===== src/rtl/de_pipe_reg_if.sv =====
// de_pipe_reg_if
//   Bundle between the decode stage / hazard unit and the D/E pipeline register.
//   slave  modport : the pipeline register (reads D_* and stall, drives E_*).
//   master modport : the decode side (drives D_* and stall, observes E_*).
//   Signals:
//     stall                 1 = bubble into E on the next edge
//     D_PC, D_Instr         PC and instruction word in D
//     D_RD1, D_RD2          forwarded rs / rt values
//     D_EXTOut              extended immediate
//     D_A3, D_Tnew          destination GPR and Tnew counted from D
//     E_* (same set)        registered copies presented to E
//     E_valid               E holds a real instruction
interface de_pipe_reg_if #(
  parameter int TNEW_W = 2
);
  logic              stall;
  logic [31:0]       D_PC;
  logic [31:0]       D_Instr;
  logic [31:0]       D_RD1;
  logic [31:0]       D_RD2;
  logic [31:0]       D_EXTOut;
  logic [4:0]        D_A3;
  logic [TNEW_W-1:0] D_Tnew;
  logic [31:0]       E_PC;
  logic [31:0]       E_Instr;
  logic [31:0]       E_RD1;
  logic [31:0]       E_RD2;
  logic [31:0]       E_EXTOut;
  logic [4:0]        E_A3;
  logic [TNEW_W-1:0] E_Tnew;
  logic              E_valid;

  modport slave (
    input  stall, D_PC, D_Instr, D_RD1, D_RD2, D_EXTOut, D_A3, D_Tnew,
    output E_PC, E_Instr, E_RD1, E_RD2, E_EXTOut, E_A3, E_Tnew, E_valid
  );

  modport master (
    output stall, D_PC, D_Instr, D_RD1, D_RD2, D_EXTOut, D_A3, D_Tnew,
    input  E_PC, E_Instr, E_RD1, E_RD2, E_EXTOut, E_A3, E_Tnew, E_valid
  );
endinterface


===== src/rtl/de_pipe_reg.sv =====
// de_pipe_reg
//   D/E pipeline register of the five-stage MIPS core. Captures the decode
//   bundle every cycle, turns a stall into a bubble (nop) in E and pre-ages
//   Tnew by one so E-stage Tnew compares directly against Tuse.
//   Ports:
//     clk    in   rising-edge clock
//     reset  in   synchronous active-high reset
//     bus    slave modport of de_pipe_reg_if (stall, D_* in, E_* out)
//   All E_* outputs come straight from flops.
module de_pipe_reg #(
  parameter logic [31:0] PC_RESET = 32'h0000_3000,
  parameter int          TNEW_W   = 2
) (
  input  logic            clk,
  input  logic            reset,
  de_pipe_reg_if.slave    bus
);

  localparam logic [TNEW_W-1:0] TNEW_ZERO = {TNEW_W{1'b0}};
  localparam logic [TNEW_W-1:0] TNEW_ONE  = {{(TNEW_W-1){1'b0}}, 1'b1};

  // Tnew as seen one stage later: decrement, saturating at zero.
  function automatic logic [TNEW_W-1:0] tnew_age(input logic [TNEW_W-1:0] t);
    if (t == TNEW_ZERO) begin
      return TNEW_ZERO;
    end else begin
      return t - TNEW_ONE;
    end
  endfunction

  logic [31:0]       pc_d,    pc_q;
  logic [31:0]       instr_d, instr_q;
  logic [31:0]       rd1_d,   rd1_q;
  logic [31:0]       rd2_d,   rd2_q;
  logic [31:0]       ext_d,   ext_q;
  logic [4:0]        a3_d,    a3_q;
  logic [TNEW_W-1:0] tnew_d,  tnew_q;
  logic              valid_d, valid_q;

  // Next-state: bubble on stall, otherwise load the decode bundle.
  always_comb begin
    pc_d    = bus.D_PC;   // PC survives a bubble for later EPC use
    instr_d = 32'h0000_0000;
    rd1_d   = 32'h0000_0000;
    rd2_d   = 32'h0000_0000;
    ext_d   = 32'h0000_0000;
    a3_d    = 5'd0;
    tnew_d  = TNEW_ZERO;
    valid_d = 1'b0;
    if (bus.stall) begin
      valid_d = 1'b0;
    end else begin
      instr_d = bus.D_Instr;
      rd1_d   = bus.D_RD1;
      rd2_d   = bus.D_RD2;
      ext_d   = bus.D_EXTOut;
      valid_d = 1'b1;
      // A write to $0 is never a real producer, so it must not look forwardable.
      if (bus.D_A3 == 5'd0) begin
        a3_d   = 5'd0;
        tnew_d = TNEW_ZERO;
      end else begin
        a3_d   = bus.D_A3;
        tnew_d = tnew_age(bus.D_Tnew);
      end
    end
  end

  // State register; reset has priority over stall and load.
  always_ff @(posedge clk) begin
    if (reset) begin
      pc_q    <= PC_RESET;
      instr_q <= 32'h0000_0000;
      rd1_q   <= 32'h0000_0000;
      rd2_q   <= 32'h0000_0000;
      ext_q   <= 32'h0000_0000;
      a3_q    <= 5'd0;
      tnew_q  <= TNEW_ZERO;
      valid_q <= 1'b0;
    end else begin
      pc_q    <= pc_d;
      instr_q <= instr_d;
      rd1_q   <= rd1_d;
      rd2_q   <= rd2_d;
      ext_q   <= ext_d;
      a3_q    <= a3_d;
      tnew_q  <= tnew_d;
      valid_q <= valid_d;
    end
  end

  assign bus.E_PC     = pc_q;
  assign bus.E_Instr  = instr_q;
  assign bus.E_RD1    = rd1_q;
  assign bus.E_RD2    = rd2_q;
  assign bus.E_EXTOut = ext_q;
  assign bus.E_A3     = a3_q;
  assign bus.E_Tnew   = tnew_q;
  assign bus.E_valid  = valid_q;

endmodule


===== src/flat_wrapper.sv =====
// flat-port wrapper written by rule: the top's interface ports become plain ports
module de_pipe_reg_flat 
#(
  parameter logic [31:0] PC_RESET = 32'h0000_3000,
  parameter int          TNEW_W   = 2
)
  (clk, reset, bus_stall, bus_D_PC, bus_D_Instr, bus_D_RD1, bus_D_RD2, bus_D_EXTOut, bus_D_A3, bus_D_Tnew, bus_E_PC, bus_E_Instr, bus_E_RD1, bus_E_RD2, bus_E_EXTOut, bus_E_A3, bus_E_Tnew, bus_E_valid);
  de_pipe_reg_if #(.TNEW_W(TNEW_W)) bus_i ();
  input  logic clk;
  input  logic reset;
  input wire logic [$bits(bus_i.stall)-1:0] bus_stall;
  input wire logic [$bits(bus_i.D_PC)-1:0] bus_D_PC;
  input wire logic [$bits(bus_i.D_Instr)-1:0] bus_D_Instr;
  input wire logic [$bits(bus_i.D_RD1)-1:0] bus_D_RD1;
  input wire logic [$bits(bus_i.D_RD2)-1:0] bus_D_RD2;
  input wire logic [$bits(bus_i.D_EXTOut)-1:0] bus_D_EXTOut;
  input wire logic [$bits(bus_i.D_A3)-1:0] bus_D_A3;
  input wire logic [$bits(bus_i.D_Tnew)-1:0] bus_D_Tnew;
  output wire logic [$bits(bus_i.E_PC)-1:0] bus_E_PC;
  output wire logic [$bits(bus_i.E_Instr)-1:0] bus_E_Instr;
  output wire logic [$bits(bus_i.E_RD1)-1:0] bus_E_RD1;
  output wire logic [$bits(bus_i.E_RD2)-1:0] bus_E_RD2;
  output wire logic [$bits(bus_i.E_EXTOut)-1:0] bus_E_EXTOut;
  output wire logic [$bits(bus_i.E_A3)-1:0] bus_E_A3;
  output wire logic [$bits(bus_i.E_Tnew)-1:0] bus_E_Tnew;
  output wire logic [$bits(bus_i.E_valid)-1:0] bus_E_valid;
  assign bus_i.stall = bus_stall;
  assign bus_i.D_PC = bus_D_PC;
  assign bus_i.D_Instr = bus_D_Instr;
  assign bus_i.D_RD1 = bus_D_RD1;
  assign bus_i.D_RD2 = bus_D_RD2;
  assign bus_i.D_EXTOut = bus_D_EXTOut;
  assign bus_i.D_A3 = bus_D_A3;
  assign bus_i.D_Tnew = bus_D_Tnew;
  assign bus_E_PC = bus_i.E_PC;
  assign bus_E_Instr = bus_i.E_Instr;
  assign bus_E_RD1 = bus_i.E_RD1;
  assign bus_E_RD2 = bus_i.E_RD2;
  assign bus_E_EXTOut = bus_i.E_EXTOut;
  assign bus_E_A3 = bus_i.E_A3;
  assign bus_E_Tnew = bus_i.E_Tnew;
  assign bus_E_valid = bus_i.E_valid;
  de_pipe_reg #(.PC_RESET(PC_RESET), .TNEW_W(TNEW_W)) u_core (.clk(clk), .reset(reset), .bus(bus_i));
endmodule

===== config.mk =====
export PLATFORM = sky130hd
export DESIGN_NAME = de_pipe_reg_flat
export DESIGN_NICKNAME = d
export VERILOG_FILES = /design/src/rtl/de_pipe_reg_if.sv /design/src/rtl/de_pipe_reg.sv /design/src/flat_wrapper.sv
export SDC_FILE = /design/constraint.sdc
export NUM_CORES = 1
export LEC_CHECK = 0
export CAP_MARGIN = 20
export CORE_AREA = 2 2 131 133
export CTS_BUF_LIST = sky130_fd_sc_hd__clkbuf_8
export DETAILED_ROUTE_END_ITERATION = 7
export DIE_AREA = 0 0 133 135
export PLACE_DENSITY_LB_ADDON = 0.25
export SLEW_MARGIN = 20
export SYNTH_ARGS = -nofsm -noshare
export SYNTH_HDL_FRONTEND = slang
export SYNTH_SLANG_ARGS = --single-unit

===== constraint.sdc =====
create_clock -name clk -period 1.4 [get_ports clk]
set_input_delay 0.21 -clock clk [delete_from_list [all_inputs] [get_ports clk]]
set_output_delay 0.21 -clock clk [all_outputs]
set_load 0.03 [all_outputs]

==> impl_metrics.yaml <==
setup_path:
  worst_path_max_delay_cell: "sky130_fd_sc_hd__clkdlybuf4s15_1"
  critical_path.cell_chain: "clkdlybuf4s15_1"
  startpoint: "u_core.bus.E_PC[6]"
  delay_contributed_by_the_slowest_stage_of_the_critical_path_ns: 0.37
  worst-endpoint-required_ns: 1.19
  cp-start-kind: "register"
  critPathKind: "reg2out"
  worstSetupEndpointType: "primary output"
  cp_top_family: "buffers and inverters"
  worst-endpoint-arrival_ns: 1.13
  cp.buffers_inverters: 1
  maximum_fanout_count_along_the_critical_path: 1
run:
  cap_violations: 0
min_path:
  whs_endpoint: "u_core.bus.E_PC[26]"
  hp-start: "bus_D_PC[26]"
  timing.hold.worst_path_depth: 2
  min_path_type: "in2reg"
synthesis:
  synth-async-reset-ratio_pct: 0
  ys_types: 15
  syn-cell-area_um2: 4583
  syn-num-nets: 530
  yosys_most_used_dff: "sky130_fd_sc_hd__dfxtp_1"
  netlist.area_leader.share_pct: 73.38
  netlist_instances: 359
  synth_warnings: 0
  synthesis.area_per_instance_um2: 12.77
  synth.yosys.seq_area_share_pct: 73.38
  synth_edf_count: 0
  synthDominantAreaCellType: "sky130_fd_sc_hd__dfxtp_1"
  main_area_contributors_after_synthesis: "sky130_fd_sc_hd__dfxtp_1, sky130_fd_sc_hd__and2_1, sky130_fd_sc_hd__nor2b_1"
  synth.ff_latch_count: 168
die:
  fp.dieArea_um2: 17960
  num_rows: 47
  core_area_um2: 16410
  die_span_y_um: 135
  die_x_um: 133
  start_util_pct: 27.93
  design.portCount: 338
clocking:
  cts_resized: 308
  post_cts_buffers: 0
  clock_sinks: 168
  tritoncts: "yes"
  cts-root-buf: "sky130_fd_sc_hd__clkbuf_8"
  cts-root-to-sink-buffers: 2
  h-tree-depth: 4
  cts_made_buffers: 17
  clk_transition_reported_paths_ns: 0.09
  cts.hold.buffers_added: 0
timing:
  max-slew-margin-rel_pct: 69.40
  setup_viol: 0
  period_needed_ns: 1.341
  timing.final.crit_share_pct: 95.81
  finalHoldViolCount: 0
  finalWorstSetupSlack_ns: 0.05869
  report.final.slew_viol_count: 0
  fmax_mhz: 745.5
  worst_pin_slew_ns: 0.4549
  grt_setup_unrepaired: "false"
final_layout:
  antennaDiodeCount: 0
  num-nets-final: 873
  post_route_cells_drive_above_1_share_pct: 24.37
  p_r_area_growth_vs_syn_pct: 75.40
  post-route-cell-area_um2: 8039
detailed_routing:
  routedWlPerCell_um: 14.39
  drt-initial-drc-count: 65
  totalWireLength_um: 13440
  drt_drc_violations_left: 0
  via_count: 3619
  vias_per_cell: 3.875
  post_detailed_route_count_of_antenna_violating_nets: 0
  first_pass_iters: 4
placement:
  buffer_ports.inserted: 337
  gp_congestion: 0.7451
  dpl.hpwl_um: 10440
  worst_setup_timing_slack_at_the_placement_stage_ns: -0.07256
  placed_area_um2: 8164
grt:
  maximum_number_of_pins_on_one_net_before_global_route_repair: 70
  grt_pass1_wl_um: 20180
  via_count_of_the_first_global_routing_pass: 3742
  antenna_found_initial: 0
  grt_usage_pct: 14.96
  globalRouteOverflowTotal: 0
power:
  pwr_density_cell_nw_per_um2: 1199
  vdd.ir_drop.worst_mv: 0.6408
  p_leak_uw: 0.003481
run_status:
  status: "finished, final reports clean"
-- worst max-delay path by stage --
stage,end,slack (ns),cells past startpoint
after floorplan,u_core.bus.E_EXTOut[0],0.45,5
after global placement,u_core.bus.E_RD2[30],-0.06,5
after detailed placement,u_core.bus.E_RD2[14],-0.07,5
after CTS,bus_E_PC[7],0.0001,1
after global routing,bus_E_PC[22],0.001,1
final,bus_E_PC[6],0.06,1
-- cell usage in the layout (no fill, tap or decap) --
cell                              synthesis  layout
sky130_fd_sc_hd__nor2_1                   1       1
sky130_fd_sc_hd__nor2b_1                 28      28
sky130_fd_sc_hd__dfxtp_1                168     168
sky130_fd_sc_hd__clkinv_2                 0       2
sky130_fd_sc_hd__buf_4                    0       5
sky130_fd_sc_hd__nor4_1                   1       1
sky130_fd_sc_hd__clkdlybuf4s15_2          0      26
sky130_fd_sc_hd__inv_1                    3       3
sky130_fd_sc_hd__a2111oi_0                2       2
sky130_fd_sc_hd__buf_12                   0       3
sky130_fd_sc_hd__or2_2                    2       2
sky130_fd_sc_hd__clkbuf_2                 0     105
sky130_fd_sc_hd__clkbuf_8                 0      18
sky130_fd_sc_hd__inv_6                    0       4
sky130_fd_sc_hd__or2_4                    1       1
sky130_fd_sc_hd__clkdlybuf4s15_1          0      33
sky130_fd_sc_hd__and2_1                 132     132
sky130_fd_sc_hd__clkdlybuf4s50_1          0     169
sky130_fd_sc_hd__inv_4                    1       1
sky130_fd_sc_hd__ha_1                     1       1
sky130_fd_sc_hd__and2b_1                  2       2
sky130_fd_sc_hd__bufinv_16                0       1
sky130_fd_sc_hd__clkinvlp_4               0       6
-- power by group --
group          switching (uW)  internal [uW]
registers                53.4           4980
clock network            1790           1460
logic                     665            696
-- cells in the mapped netlist (2+ instances only) --
cell type	count
sky130_fd_sc_hd__buf_6	8
sky130_fd_sc_hd__inv_1	3
sky130_fd_sc_hd__and2_1	132
sky130_fd_sc_hd__a2111oi_0	2
sky130_fd_sc_hd__or2_2	2
sky130_fd_sc_hd__nor2b_1	28
sky130_fd_sc_hd__and2b_1	2
sky130_fd_sc_hd__dfxtp_1	168
sky130_fd_sc_hd__clkbuf_1	8
-- per-layer routing --
| metal | track usage (%) | vias to the layer above | wire length (um) |
|---|---|---|---|
| li1 | - | 1763 | - |
| met1 | 14.29 | 1619 | 4670 |
| met2 | 25.07 | 216 | 6494 |
| met3 | 10.29 | 21 | 1950 |
| met4 | 6.332 | 0 | 321 |
| met5 | 0 | - | 0 |
-- flip-flops by register name (all words and copies together), names as in the netlist --
signal	cells
u_core.bus.E_RD2	32
u_core.bus.E_Tnew	2
u_core.bus.E_RD1	32
u_core.bus.E_Instr	32
u_core.bus.E_EXTOut	32
u_core.bus.E_A3	5
u_core.bus.E_valid	1
u_core.bus.E_PC	32
-- cells by family (layout without fill, tap and decap cells) --
kind of cell	count (synthesis)	in the layout	synth area share, %
adder cells (fa/ha/maj)	1	1	0.2730
AO/OA/AOI/OAI	2	2	0.3823
AND/OR/NAND/NOR	167	167	22.85
buffers and inverters	21	376	3.112
flip-flops	168	168	73.38
-- through the flow --
step	total power [uW]	hold WS [ns]	util [%]	cells	TNS [ns]
after floorplan	5763	0.2931	-	359	0
after global placement	6658	0.6565	49.76	903	-6.262
after detailed placement	6676	0.6531	49.76	903	-6.466
after CTS	9845	0.2713	51.85	934	0
after global routing	10110	0.2706	49.00	934	0
final	9640	0.3032	49.00	934	0
-- cell type report --
type	instances	area [um^2]
Fill cell	1500	8368
Sequential cell	168	3363
Timing Repair Buffer	341	2938
Multi-Input combinational cell	170	1077
Tap cell	220	275.3
Clock buffer	18	247.7
Clock inverter	13	120.1
Inverter	4	17.52
Note: power is estimated with default switching activity, not from simulation.
